[src/rtl/int_source.sv]
//------------------------------------------------------------------------------
// int_source : programmable external interrupt source with ack handshake,
//              periodic / PC-match triggering and event statistics.
// Revision   : 1.0  initial release
//------------------------------------------------------------------------------
`default_nettype none

module int_source #(
  parameter logic [31:0] ACK_ADDR = 32'h0000_7F20,
  parameter int          HOLDOFF  = 4,
  parameter int          CNT_W    = 16
) (
  input  logic             clk,
  input  logic             reset,
  input  logic             cfg_we,
  input  logic [1:0]       cfg_mode,
  input  logic [31:0]      cfg_period,
  input  logic [31:0]      cfg_pc,
  input  logic [31:0]      macroscopic_pc,
  input  logic [31:0]      m_int_addr,
  input  logic [3:0]       m_int_byteen,
  output logic             interrupt,
  output logic [1:0]       state,
  output logic [CNT_W-1:0] int_count,
  output logic [CNT_W-1:0] miss_count,
  output logic [CNT_W-1:0] spurious_count
);

  typedef enum logic [1:0] {
    S_IDLE    = 2'd0,
    S_ARMED   = 2'd1,
    S_PENDING = 2'd2,
    S_HOLDOFF = 2'd3
  } state_e;

  localparam logic [31:0] C_HOLD_INIT = (HOLDOFF > 0) ? 32'(HOLDOFF - 1) : 32'd0;

  state_e           state_q, state_d;
  logic             int_q, int_d;
  logic [1:0]       mode_q, mode_d;
  logic [31:0]      period_q, period_d;
  logic [31:0]      pc_q, pc_d;
  logic [31:0]      timer_q, timer_d;
  logic [31:0]      hold_q, hold_d;
  logic             pc_match_dly_q, pc_match_dly_d;
  logic [CNT_W-1:0] int_cnt_q, int_cnt_d;
  logic [CNT_W-1:0] miss_cnt_q, miss_cnt_d;
  logic [CNT_W-1:0] spur_cnt_q, spur_cnt_d;

  logic        w_ack;
  logic [31:0] w_period_eff;
  logic        w_expire;
  logic        w_pc_match;
  logic        w_trigger;
  state_e      w_rearm;
  logic        w_unused_addr_bits;

  function automatic logic [CNT_W-1:0] sat_inc(input logic [CNT_W-1:0] v);
    return (&v) ? v : v + CNT_W'(1);
  endfunction

  // Byte offset within the ack word is irrelevant.
  assign w_unused_addr_bits = ^m_int_addr[1:0];
  assign w_ack        = (m_int_addr[31:2] == ACK_ADDR[31:2]) && (m_int_byteen != 4'd0);
  assign w_period_eff = (period_q == 32'd0) ? 32'd1 : period_q;
  assign w_expire     = (timer_q == w_period_eff - 32'd1);
  assign w_pc_match   = (macroscopic_pc == pc_q);
  // Edge-detect the match so a stalled PC fires only once.
  assign w_trigger    = (mode_q == 2'd1) ? w_expire
                                         : (mode_q[1] && w_pc_match && !pc_match_dly_q);
  assign w_rearm      = (mode_q == 2'd2) ? S_IDLE : S_ARMED;

  always_comb begin
    state_d        = state_q;
    int_d          = int_q;
    mode_d         = mode_q;
    period_d       = period_q;
    pc_d           = pc_q;
    hold_d         = hold_q;
    int_cnt_d      = int_cnt_q;
    miss_cnt_d     = miss_cnt_q;
    spur_cnt_d     = spur_cnt_q;
    pc_match_dly_d = w_pc_match;
    timer_d        = timer_q;
    if (state_q != S_IDLE) begin
      timer_d = w_expire ? 32'd0 : timer_q + 32'd1;
    end

    if (cfg_we) begin
      mode_d         = cfg_mode;
      period_d       = cfg_period;
      pc_d           = cfg_pc;
      timer_d        = 32'd0;
      pc_match_dly_d = 1'b0;
      int_d          = 1'b0;
      state_d        = (cfg_mode != 2'd0) ? S_ARMED : S_IDLE;
    end else begin
      case (state_q)
        S_IDLE: begin
          if (w_ack) spur_cnt_d = sat_inc(spur_cnt_q);
        end
        S_ARMED: begin
          if (w_ack) spur_cnt_d = sat_inc(spur_cnt_q);
          if (w_trigger) begin
            state_d   = S_PENDING;
            int_d     = 1'b1;
            int_cnt_d = sat_inc(int_cnt_q);
          end
        end
        S_PENDING: begin
          if (w_trigger) miss_cnt_d = sat_inc(miss_cnt_q);
          if (w_ack) begin
            int_d = 1'b0;
            if (HOLDOFF > 0) begin
              state_d = S_HOLDOFF;
              hold_d  = C_HOLD_INIT;
            end else begin
              state_d = w_rearm;
            end
          end
        end
        default: begin
          if (w_trigger) miss_cnt_d = sat_inc(miss_cnt_q);
          if (w_ack)     spur_cnt_d = sat_inc(spur_cnt_q);
          if (hold_q == 32'd0) state_d = w_rearm;
          else                 hold_d  = hold_q - 32'd1;
        end
      endcase
    end
  end

  always_ff @(posedge clk) begin
    if (reset) begin
      state_q        <= S_IDLE;
      int_q          <= 1'b0;
      mode_q         <= 2'd0;
      period_q       <= 32'd0;
      pc_q           <= 32'd0;
      timer_q        <= 32'd0;
      hold_q         <= 32'd0;
      pc_match_dly_q <= 1'b0;
      int_cnt_q      <= '0;
      miss_cnt_q     <= '0;
      spur_cnt_q     <= '0;
    end else begin
      state_q        <= state_d;
      int_q          <= int_d;
      mode_q         <= mode_d;
      period_q       <= period_d;
      pc_q           <= pc_d;
      timer_q        <= timer_d;
      hold_q         <= hold_d;
      pc_match_dly_q <= pc_match_dly_d;
      int_cnt_q      <= int_cnt_d;
      miss_cnt_q     <= miss_cnt_d;
      spur_cnt_q     <= spur_cnt_d;
    end
  end

  assign interrupt      = int_q;
  assign state          = state_q;
  assign int_count      = int_cnt_q;
  assign miss_count     = miss_cnt_q;
  assign spurious_count = spur_cnt_q;

endmodule

`default_nettype wire

[config.mk]
export PLATFORM = sky130hd
export DESIGN_NAME = int_source
export DESIGN_NICKNAME = d
export VERILOG_FILES = /design/src/rtl/int_source.sv
export SDC_FILE = /design/constraint.sdc
export NUM_CORES = 1
export LEC_CHECK = 0
export ABC_AREA = 1
export ABC_CLOCK_PERIOD_IN_PS = 5600
export BUFFER_PORTS_ARGS = -buffer_cell sky130_fd_sc_hd__buf_2
export CAP_MARGIN = 20
export CORE_ASPECT_RATIO = 1.5
export CORE_MARGIN = 3
export CORE_UTILIZATION = 60
export CTS_BUF_LIST = sky130_fd_sc_hd__clkbuf_2
export DETAILED_ROUTE_END_ITERATION = 7
export PLACE_DENSITY_LB_ADDON = 0.1
export SYNTH_ARGS = -nofsm -noshare
export SYNTH_HDL_FRONTEND = slang
export SYNTH_SLANG_ARGS = --single-unit
[constraint.sdc]
create_clock -name clk -period 5.6 [get_ports clk]
set_clock_uncertainty 0.1 [all_clocks]
set_input_delay 0.28 -clock clk [delete_from_list [all_inputs] [get_ports clk]]
set_output_delay 0.28 -clock clk [all_outputs]
set_load 0.05 [all_outputs]
Word level (Yosys, flattened, before mapping)
Index checks and enable logic that the tools add are counted.
Widths: inputs -> output; s select.
Cells by class
  add/sub/neg operators: 6
  equal/unequal tests: 13
  muxes and demuxes: 16
  bitwise gates (word level): 6
  reduce and logical (&&, ||, !) cells: 23
Operators by type and width (number)
  $mux 32: 4
  $eq 32x32->1: 2
  $logic_not 32->1: 2
  $pmux 32 s2: 1
  $sub 32x1->32 const B: 2
  $add 16x1->16 const B: 3
  $reduce_and 16->1: 3
  $add 32x1->32 const B: 1
  $eq 30x13->1 const B: 1
  $reduce_and 4->1: 5
  $mux 2: 4
  $reduce_bool 4->1: 2
  $ne 2x2->1 const B: 3
  $ne 3x3->1 const B: 2
  $not 1->1: 6
  $pmux 2 s3: 1
  $reduce_bool 2->1: 3
  $mux 1: 5
  $eq 2x1->1 const B: 2
  $eq 2x2->1 const B: 2
  $reduce_or 2->1: 2
  $logic_and 1x1->1: 3
  $reduce_and 3->1: 1
  $logic_not 2->1: 1
  3 further kinds: 3
Word-level totals
  flip-flop bits (word level): 182
  input bits: 137
  output and inout bits: 51
  logic and storage cells: 75

Depth between registers and ports, before layout
Gate-level depths: netlist (run 1).
  word-level depth: 8
  gate-level depth with buffers: 25
  mapped depth without buffers: 25

Worst setup path before layout (run 1)
OpenSTA, ideal clock, no wires.
  path type: reg-to-reg
  start point: register period_q[12]
  end point: register miss_cnt_q[11] (netlist: miss_count[11])
  setup time: 0.132 ns
  arrival: 2.842 ns
  required time: 5.368 ns
  path slack: 2.525 ns
  stages on the path, launching flop included: 26
  path buffers: 1
  period minus slack after synthesis: 3.075 ns
  cells stage by stage: dfxtp_1 -> nor2_4 -> nand2_2 -> nor2_2 -> nand2_2 -> nor2_4 -> nor2_4 -> ha_1 -> nand2_1 -> nor2_1 -> nand2_1 -> inv_1 -> nand2_1 -> inv_1 -> nand2_1 -> xor2_1 -> inv_1 -> nor2_1 -> nand2_1 -> nor2_2 -> nand3_2 -> nand2_2 -> nand4_4 -> buf_2 -> nand2_1 -> a21oi_1
On the way
  word-level cells in the longest chain between the ends: 6
RTL lines
  from (decl): line 41  | logic [31:0] period_q, period_d;
  from (signal assigned): line 149  | period_q <= period_d;
  $logic_not 32->1: line 65  | assign w_period_eff = (period_q == 32'd0) ? 32'd1 : period_q;
  $mux 32 (*): line 65
  $sub 32x1->32 (*): line 66  | assign w_expire = (timer_q == w_period_eff - 32'd1);
  $eq 32x32->1 (*): line 66
  $mux 1 (*): line 69  | assign w_trigger = (mode_q == 2'd1) ? w_expire
  $reduce_and 4->1 (no source line) (*)
  to (signal assigned): line 155  | miss_cnt_q <= miss_cnt_d;
  to (decl): line 47  | logic [CNT_W-1:0] miss_cnt_q, miss_cnt_d;
Every way passes the cells marked *; elsewhere a longest branch is shown, timed or not.
A chain may end at the register's enable or synchronous reset.

Worst setup path in the final report (run 1)
  start point: register period_q[2]
  end point: register int_cnt_q[8] (netlist: int_count[8])
On the way
  word-level cells in the longest chain between the ends: 6
RTL lines
  $logic_not 32->1: line 65
  $mux 32 (*): line 65
  $sub 32x1->32 (*): line 66
  $eq 32x32->1 (*): line 66
  $mux 1 (*): line 69
  $reduce_and 4->1 (no source line) (*)
  to (signal assigned): line 154  | int_cnt_q <= int_cnt_d;
  to (decl): line 46  | logic [CNT_W-1:0] int_cnt_q, int_cnt_d;
Marks and branches as above.

==> results of run 1 <==
layer usage:
metal  vias to the layer above  share of wire (%)
li1                       5733                  -
met1                      5281                 37
met2                       389                 52
met3                       143                4.1
met4                         0                6.9
met5                         -                  0
cell type report:
class	count	share of cell area (%)
well taps	213	2.08
flip-flops and latches	182	28.4
clock buffers	18	0.701
diodes	2	0.0390
inverters	221	6.46
multi-input cells	1157	46.6
repair buffers	277	14.4
clock inverters	14	1.35
stage by stage:
stage	cell area (µm²)	util, %
after floorplan	10600	-
after detailed placement	11700	67.3
after CTS	12800	73.8
final	12800	74.0
after global placement	11700	67.3
after global routing	12800	74.0
state kept, by name, summed over array words and instances, names as in the netlist:
signal	count
mode_q	2
period_q	32
hold_q	32
int_count	16
miss_count	16
spurious_count	16
pc_match_dly_q	1
state	2
pc_q	32
timer_q	32
interrupt	1
layout by cell type (no fill, tap or decap), types with 6 or more instances in the layout:
master | Yosys | final
sky130_fd_sc_hd__dlygate4sd3_1 | 0 | 87
sky130_fd_sc_hd__a21oi_1 | 70 | 70
sky130_fd_sc_hd__nand4_1 | 67 | 67
sky130_fd_sc_hd__nor3_1 | 52 | 52
sky130_fd_sc_hd__xor2_1 | 87 | 87
sky130_fd_sc_hd__or2_2 | 15 | 15
sky130_fd_sc_hd__nor2_4 | 6 | 6
sky130_fd_sc_hd__dfxtp_1 | 182 | 182
sky130_fd_sc_hd__clkbuf_2 | 0 | 18
sky130_fd_sc_hd__nor4_1 | 26 | 26
sky130_fd_sc_hd__a31oi_1 | 8 | 8
sky130_fd_sc_hd__nand2_2 | 6 | 6
sky130_fd_sc_hd__nor2_2 | 12 | 13
sky130_fd_sc_hd__nand3_1 | 155 | 155
sky130_fd_sc_hd__o21ai_0 | 67 | 67
sky130_fd_sc_hd__xnor2_1 | 14 | 14
sky130_fd_sc_hd__inv_1 | 216 | 216
sky130_fd_sc_hd__ha_1 | 9 | 9
sky130_fd_sc_hd__buf_2 | 4 | 185
sky130_fd_sc_hd__nor2_1 | 181 | 180
sky130_fd_sc_hd__nand2_1 | 337 | 337
worst reg2reg max path: stages, from the launching register on:
cell and delay [ns]:
sky130_fd_sc_hd__dfxtp_1 0.54, sky130_fd_sc_hd__nor2_4 0.09, sky130_fd_sc_hd__nand2_2 0.11, sky130_fd_sc_hd__nor2_2 0.06, sky130_fd_sc_hd__nand2_2 0.08, sky130_fd_sc_hd__nor2_4 0.07
sky130_fd_sc_hd__nor2_4 0.28, sky130_fd_sc_hd__ha_1 0.30, sky130_fd_sc_hd__nand2_1 0.12, sky130_fd_sc_hd__nor2_1 0.14, sky130_fd_sc_hd__nand2_1 0.10, sky130_fd_sc_hd__inv_1 0.10
sky130_fd_sc_hd__nand2_1 0.11, sky130_fd_sc_hd__inv_1 0.08, sky130_fd_sc_hd__nand2_1 0.08, sky130_fd_sc_hd__xor2_1 0.18, sky130_fd_sc_hd__inv_1 0.06, sky130_fd_sc_hd__nor2_1 0.10
sky130_fd_sc_hd__nand2_1 0.07, sky130_fd_sc_hd__nor2_2 0.09, sky130_fd_sc_hd__nand3_2 0.17, sky130_fd_sc_hd__a21oi_4 0.71, sky130_fd_sc_hd__nand4_1 0.26, sky130_fd_sc_hd__a21oi_1 0.23
what timing repair did:
item | CTS | global route
hold endpoints to repair | 69 | 0
setup buffers | 0 | 0
hold buffers | 87 | 0
endpoints found under the setup margin | 0 | 0
cell families after synthesis:
logic type | after synthesis
xor gates and xnor gates | 101
DFF | 182
AOI/OAI and AO/OA | 170
adders and majority gates | 9
and+or+nand+nor | 877
buffers and inverters | 264
final timing paths:
check	end	slack, ns	depth (start not counted)
worst min-delay path	period_q[3]$_SDFFE_PP0P_	0.14	4
worst min register to register	hold_q[21]$_SDFFE_PP0P_	0.38	1
worst max register to register	int_count[8]$_SDFFE_PP0P_	1.31	23
worst max-delay path	int_count[8]$_SDFFE_PP0P_	1.31	23
power breakdown:
part	total, mW	internal [mW]	leakage [nW]	switching (mW)
Sequential	1.58	1.44	1.48	0.137
Combinational	1.71	0.617	4.25	1.09
Clock	0.741	0.257	0.155	0.484
Total	4.03	2.31	5.89	1.72
==> flow_summary.json, run 1 <==
{
  "timing.critical_path.from": "period_q[2]$_SDFFE_PP0P_",
  "drt-wirelength-per-cell_um": 15.9,
  "run_status": "finished clean",
  "share_of_yosys_cell_area_claimed_by_the_top_area_cell_type_pct": 34.2,
  "critical_path.max_fanout": 32,
  "grt_overflow_total": 0,
  "count_of_input_and_output_buffers": 185,
  "power-per-cell-area_nw_per_um2": 314,
  "cts_num_sinks": 182,
  "grt_antenna_before_repair": 2,
  "worstSetupEndpointType": "flop",
  "final_layout_size_suffix_gt1_share_pct": 14.8,
  "post_synth_main_area_contributors": "sky130_fd_sc_hd__dfxtp_1 (34%), sky130_fd_sc_hd__nand2_1 (12%), sky130_fd_sc_hd__inv_1 (7.6%)",
  "gr-usage-met2_pct": 62.7,
  "global_route.usage.total_pct": 34.1,
  "synth-seq-area-share_pct": 34.2,
  "mapped_area_um2": 10600,
  "max_stage_delay_ns": 0.71,
  "drcViolationCount": 0,
  "floorplan.die_area_um2": 19400,
  "dieWidth_um": 115,
  "grt_util_met1_pct": 34.8,
  "max_freq_mhz": 233,
  "fillerInstances": 1491,
  "post-place-ws_ns": 1.53,
  "worst_r2r_startpoint": "period_q[2]$_SDFFE_PP0P_",
  "synth_area_leader_cell": "sky130_fd_sc_hd__dfxtp_1",
  "tritoncts_buffers": 17,
  "mux_cell_area_share_after_synthesis_pct": 0,
  "synth-async-reset-ratio_pct": 0,
  "final.setup.worst_slack_ns": 1.31,
  "vias": 11500,
  "globalRouteMet3Util_pct": 5.11,
  "clockBufferDepth": 2,
  "fin_nets": 2002,
  "ir_drop_v": 0.000337,
  "synth-compound-area-share_pct": 8.88,
  "place_inst": 1962,
  "floorplan.initialDensity_pct": 61.3,
  "timing.slew.headroom_pct": 34.7,
  "critical_path_buffer_and_inverter_count": 3,
  "worst-slew-pin-transition_ns": 0.979,
  "period_share_pct": 76.7,
  "post_cts_sizing_count": 0,
  "hold_viol": 0,
  "io-pin-count": 188,
  "leakagePower_nw": 5.89,
  "maxCapViolations": 0,
  "avgSynthCellArea_um2": 6.64,
  "crit_arrival_ns": 4.90,
  "final_hold_slack_ns": 0.143,
  "detail_route.first_pass.iterations": 5,
  "ys_types": 49,
  "register_area_um2": 3640,
  "grt_setup_unrepaired": "false",
  "syn_to_final_growth_pct": 20.7,
  "report.power.total_mw": 4.03,
  "tritoncts_clock_tree": "yes",
  "place.detailed.hpwl_mm": 23.7,
  "synth_fa_ha_area_share_pct": 1.06,
  "worst_path_max_delay_cell": "sky130_fd_sc_hd__a21oi_4",
  "h-tree-depth": 4,
  "drt_first_iter_violations": 814,
  "clock_latency_ns": 0.77,
  "die_height_um": 169,
  "synth_ff_type": "sky130_fd_sc_hd__dfxtp_1",
  "grt_start_max_net_pins": 79,
  "fp.coreArea_um2": 17300,
  "setup_violations": 0,
  "ys_seq_elements": 182,
  "final.min_clock_period_ns": 4.29,
  "clk_root_buffer_cell": "sky130_fd_sc_hd__clkbuf_2",
  "launch_instance_of_the_worst_min_delay_path": "cfg_period[3]",
  "syn_inst": 1603,
  "critical_path.most_common_cell": "sky130_fd_sc_hd__nand2_1",
  "drtAntennaViolNets": 0,
  "synth_most_common_cell": "sky130_fd_sc_hd__nand2_1",
  "cpLargestDelayFamily": "simple AND/OR/NAND/NOR gates",
  "wire_length_of_the_first_global_routing_pass_mm": 53.6,
  "wirelength_mm": 33.1,
  "worst_setup_path_start_kind": "flop",
  "synth-simple-area-share_pct": 37.9,
  "standard_cell_rows": 59,
  "postSynthNetCount": 1749,
  "yosys.area_share.xor_xnor_pct": 8.31,
  "path_class": "reg -> reg",
  "synth-warning-count": 0,
  "place.gp.congestion": 0.940,
  "clk_pin_slew_worst_paths_ns": 0.28,
  "timing_max_transition_violations_final": 0,
  "fin_tns_setup_ns": 0,
  "routed_vias_inst": 5.54,
  "grt_pass1_vias": 11500,
  "multiInputGateArea_um2": 5980,
  "grt.busiest_layer": "met2",
  "synth_enable_flop_cells": 0,
  "yosys-top-cells-count": "sky130_fd_sc_hd__nand2_1 (337), sky130_fd_sc_hd__inv_1 (216), sky130_fd_sc_hd__dfxtp_1 (182)",
  "synth_top_family_by_area": "simple AND/OR/NAND/NOR gates",
  "timing.critical_path.cells": "nor2_4 -> nand2_2 -> nor2_2 -> nand2_2 -> nor2_4 -> nor2_4 -> ha_1 -> nand2_1 -> nor2_1 -> nand2_1 -> inv_1 -> nand2_1 -> inv_1 -> nand2_1 -> xor2_1 -> inv_1 -> nor2_1 -> nand2_1 -> nor2_2 -> nand3_2 -> a21oi_4 -> nand4_1 -> a21oi_1",
  "worstHoldPathType": "in -> reg",
  "required_time_of_the_worst_setup_path_ns": 6.21,
  "layout.cells.non_filler": 2084
}
Power figures use the tool's default switching activity.
==> run 2: changes to the inputs <==
- ABC_CLOCK_PERIOD_IN_PS: 5600 -> 4400
- CORE_UTILIZATION: 60 -> 59
- clock period: 5.6 -> 4.4 ns (I/O delays scaled with it)
==> run 2 against run 1 <==
Against the previous run: final cell count is 1.2% higher; sequential power is 27% higher; combinational power is 32% higher; largest power group unchanged.
==> flow_summary.json, run 2 (same netlist as run 1, synthesis figures left out) <==
{
  "run_status": "finished clean",
  "drt_first_iter_violations": 777,
  "routed_vias_inst": 5.58,
  "fillerInstances": 1421,
  "period_share_pct": 90.1,
  "final.setup.worst_slack_ns": 0.434,
  "place.detailed.hpwl_mm": 24.1,
  "drtAntennaViolNets": 0,
  "pwr-share-comb_pct": 43.4,
  "fin_tns_setup_ns": 0,
  "setup_violations": 0,
  "place.gp.congestion": 0.998,
  "clockBufferDepth": 2,
  "clk_pin_slew_worst_paths_ns": 0.29,
  "max_freq_mhz": 252,
  "worstSetupEndpointType": "flop",
  "worstHoldPathType": "in -> reg",
  "tritoncts_clock_tree": "yes",
  "max_stage_delay_ns": 0.58,
  "switchingPower_mw": 2.25,
  "clock_latency_ns": 0.77,
  "syn_to_final_growth_pct": 23.1,
  "required_time_of_the_worst_setup_path_ns": 5.01,
  "final.min_clock_period_ns": 3.97,
  "hold_viol": 0,
  "standard_cell_rows": 59,
  "pwr-share-clk_pct": 18.0,
  "power-per-cell-area_nw_per_um2": 398,
  "drt-wirelength-per-cell_um": 16.3,
  "final_layout_size_suffix_gt1_share_pct": 15.0,
  "multiInputGateArea_um2": 5990,
  "io-pin-count": 188,
  "fin_nets": 2028,
  "grt_start_max_net_pins": 79,
  "worst-slew-pin-transition_ns": 0.877,
  "detail_route.first_pass.iterations": 5,
  "die_height_um": 170,
  "floorplan.die_area_um2": 19700,
  "grt_pass1_vias": 11600,
  "mostFrequentLayoutCells": "sky130_fd_sc_hd__nand2_1 (337), sky130_fd_sc_hd__inv_1 (216), sky130_fd_sc_hd__buf_2 (185), sky130_fd_sc_hd__dfxtp_1 (182), sky130_fd_sc_hd__nor2_1 (180)",
  "timing.critical_path.cells": "dlygate4sd3_1 -> buf_2 -> nor4_1 -> dlygate4sd3_1 -> nand2_1 -> dlygate4sd3_1 -> nor4_2 -> nor2_1 -> inv_1 -> nand2_1 -> nor2_4 -> inv_2 -> nor2_1 -> nand2_1 -> nor2_1 -> nand2_1 -> o21ai_0 -> a21oi_1",
  "timing.slew.headroom_pct": 41.5,
  "register_area_um2": 3640,
  "seq_power_share_pct": 38.6,
  "post-place-ws_ns": 0.658,
  "internal_power_mw": 2.96,
  "worst_setup_path_start_kind": "primary input",
  "clk_root_buffer_cell": "sky130_fd_sc_hd__clkbuf_2",
  "final_hold_slack_ns": 0.0521,
  "drcViolationCount": 0,
  "finalCoreUtilization_pct": 74.8,
  "wirelength_mm": 34.4,
  "grt_overflow_total": 0,
  "critical_path.most_common_cell": "sky130_fd_sc_hd__nand2_1",
  "tritoncts_buffers": 17,
  "count_of_input_and_output_buffers": 185,
  "leakagePower_nw": 5.96,
  "grt_setup_unrepaired": "false",
  "h-tree-depth": 4,
  "grt_antenna_before_repair": 2,
  "worst_path_max_delay_cell": "sky130_fd_sc_hd__dlygate4sd3_1",
  "critical_path_buffer_and_inverter_count": 6,
  "global_route.usage.total_pct": 35.5,
  "critical_path.max_fanout": 13,
  "sw_frac_of_total_pct": 43.1,
  "cts_num_sinks": 182,
  "layout_commonest_cell": "sky130_fd_sc_hd__nand2_1",
  "placedInstanceArea_um2": 11700,
  "vias": 11800,
  "path_class": "in -> reg",
  "stdcell_area_um2": 13100,
  "cpLargestDelayFamily": "buffers and inverters",
  "ir_drop_v": 0.000480,
  "floorplan.initialDensity_pct": 60.8,
  "maxCapViolations": 0,
  "timing_max_transition_violations_final": 0,
  "fp.coreArea_um2": 17500,
  "crit_arrival_ns": 4.57,
  "wire_length_of_the_first_global_routing_pass_mm": 55.3,
  "dieWidth_um": 116
}
==> run 2: repair_timing <==
action / CTS / global route
hold buffers: 107 / 0
endpoints found under the hold margin: 120 / 0
resized for setup: 0 / 2
buffers inserted: 0 / 0
setup endpoints to repair: 0 / 7
==> run 2: final timing paths <==
kind	start	slack, ns	to	cells past startpoint
max	m_int_addr[21]	0.43	hold_q[29]$_SDFFE_PP0P_	18
max reg2reg	period_q[2]$_SDFFE_PP0P_	0.57	int_count[7]$_SDFFE_PP0P_	24
min	m_int_addr[12]	0.05	spurious_count[1]$_SDFFE_PP0P_	6
min reg2reg	pc_q[13]$_SDFFE_PP0P_	0.38	pc_q[13]$_SDFFE_PP0P_	2
==> run 2: area by class of cell <==
| cell class | instances | share of cell area (%) |
|---|---|---|
| clock inverter | 13 | 1.30 |
| timing repair buffer | 303 | 16.0 |
| clock buffer | 18 | 0.688 |
| multi-input combinational | 1157 | 45.7 |
| inverter | 221 | 6.33 |
| tap | 213 | 2.04 |
| antenna | 2 | 0.0382 |
| sequential | 182 | 27.8 |
==> run 2: worst register-to-register path: cells and delay by family, from the launching register on <==
family | cells | cell delay, ns
and+or+nand+nor | 16 | 1.77
buffers and inverters | 4 | 0.58
DFF | 1 | 0.52
AOI/OAI and AO/OA | 2 | 0.32
adders and majority gates | 1 | 0.29
xor gates and xnor gates | 1 | 0.19
==> run 2: per-layer routing <==
| layer | global-route usage, % | routed length (µm) | vias to the layer above | part of all wire, % |
|---|---|---|---|---|
| met5 | 0 | 0 | - | 0 |
| li1 | - | - | 5784 | - |
| met1 | 36.5 | 12400 | 5401 | 36 |
| met3 | 5.69 | 1610 | 142 | 4.7 |
| met4 | 21.0 | 2260 | 0 | 6.6 |
| met2 | 66.3 | 18200 | 445 | 53 |
==> run 2: power groups by stage <==
stage	Sequential (mW)	Clock, mW	Combinational [mW]
finish	2.01	0.940	2.26
global route	2.03	1.01	2.57
floorplan	2.01	0	1.62
detailed placement	2.03	0	2.11
global placement	2.03	0	2.07
CTS	2.00	0.954	2.20
==> run 2: metrics by stage <==
step / power [mW] / cells
after CTS: 5.15 / 2106
after global routing: 5.61 / 2109
final: 5.21 / 2109
after detailed placement: 4.15 / 1968
after global placement: 4.10 / 1968
after floorplan: 3.64 / 1603
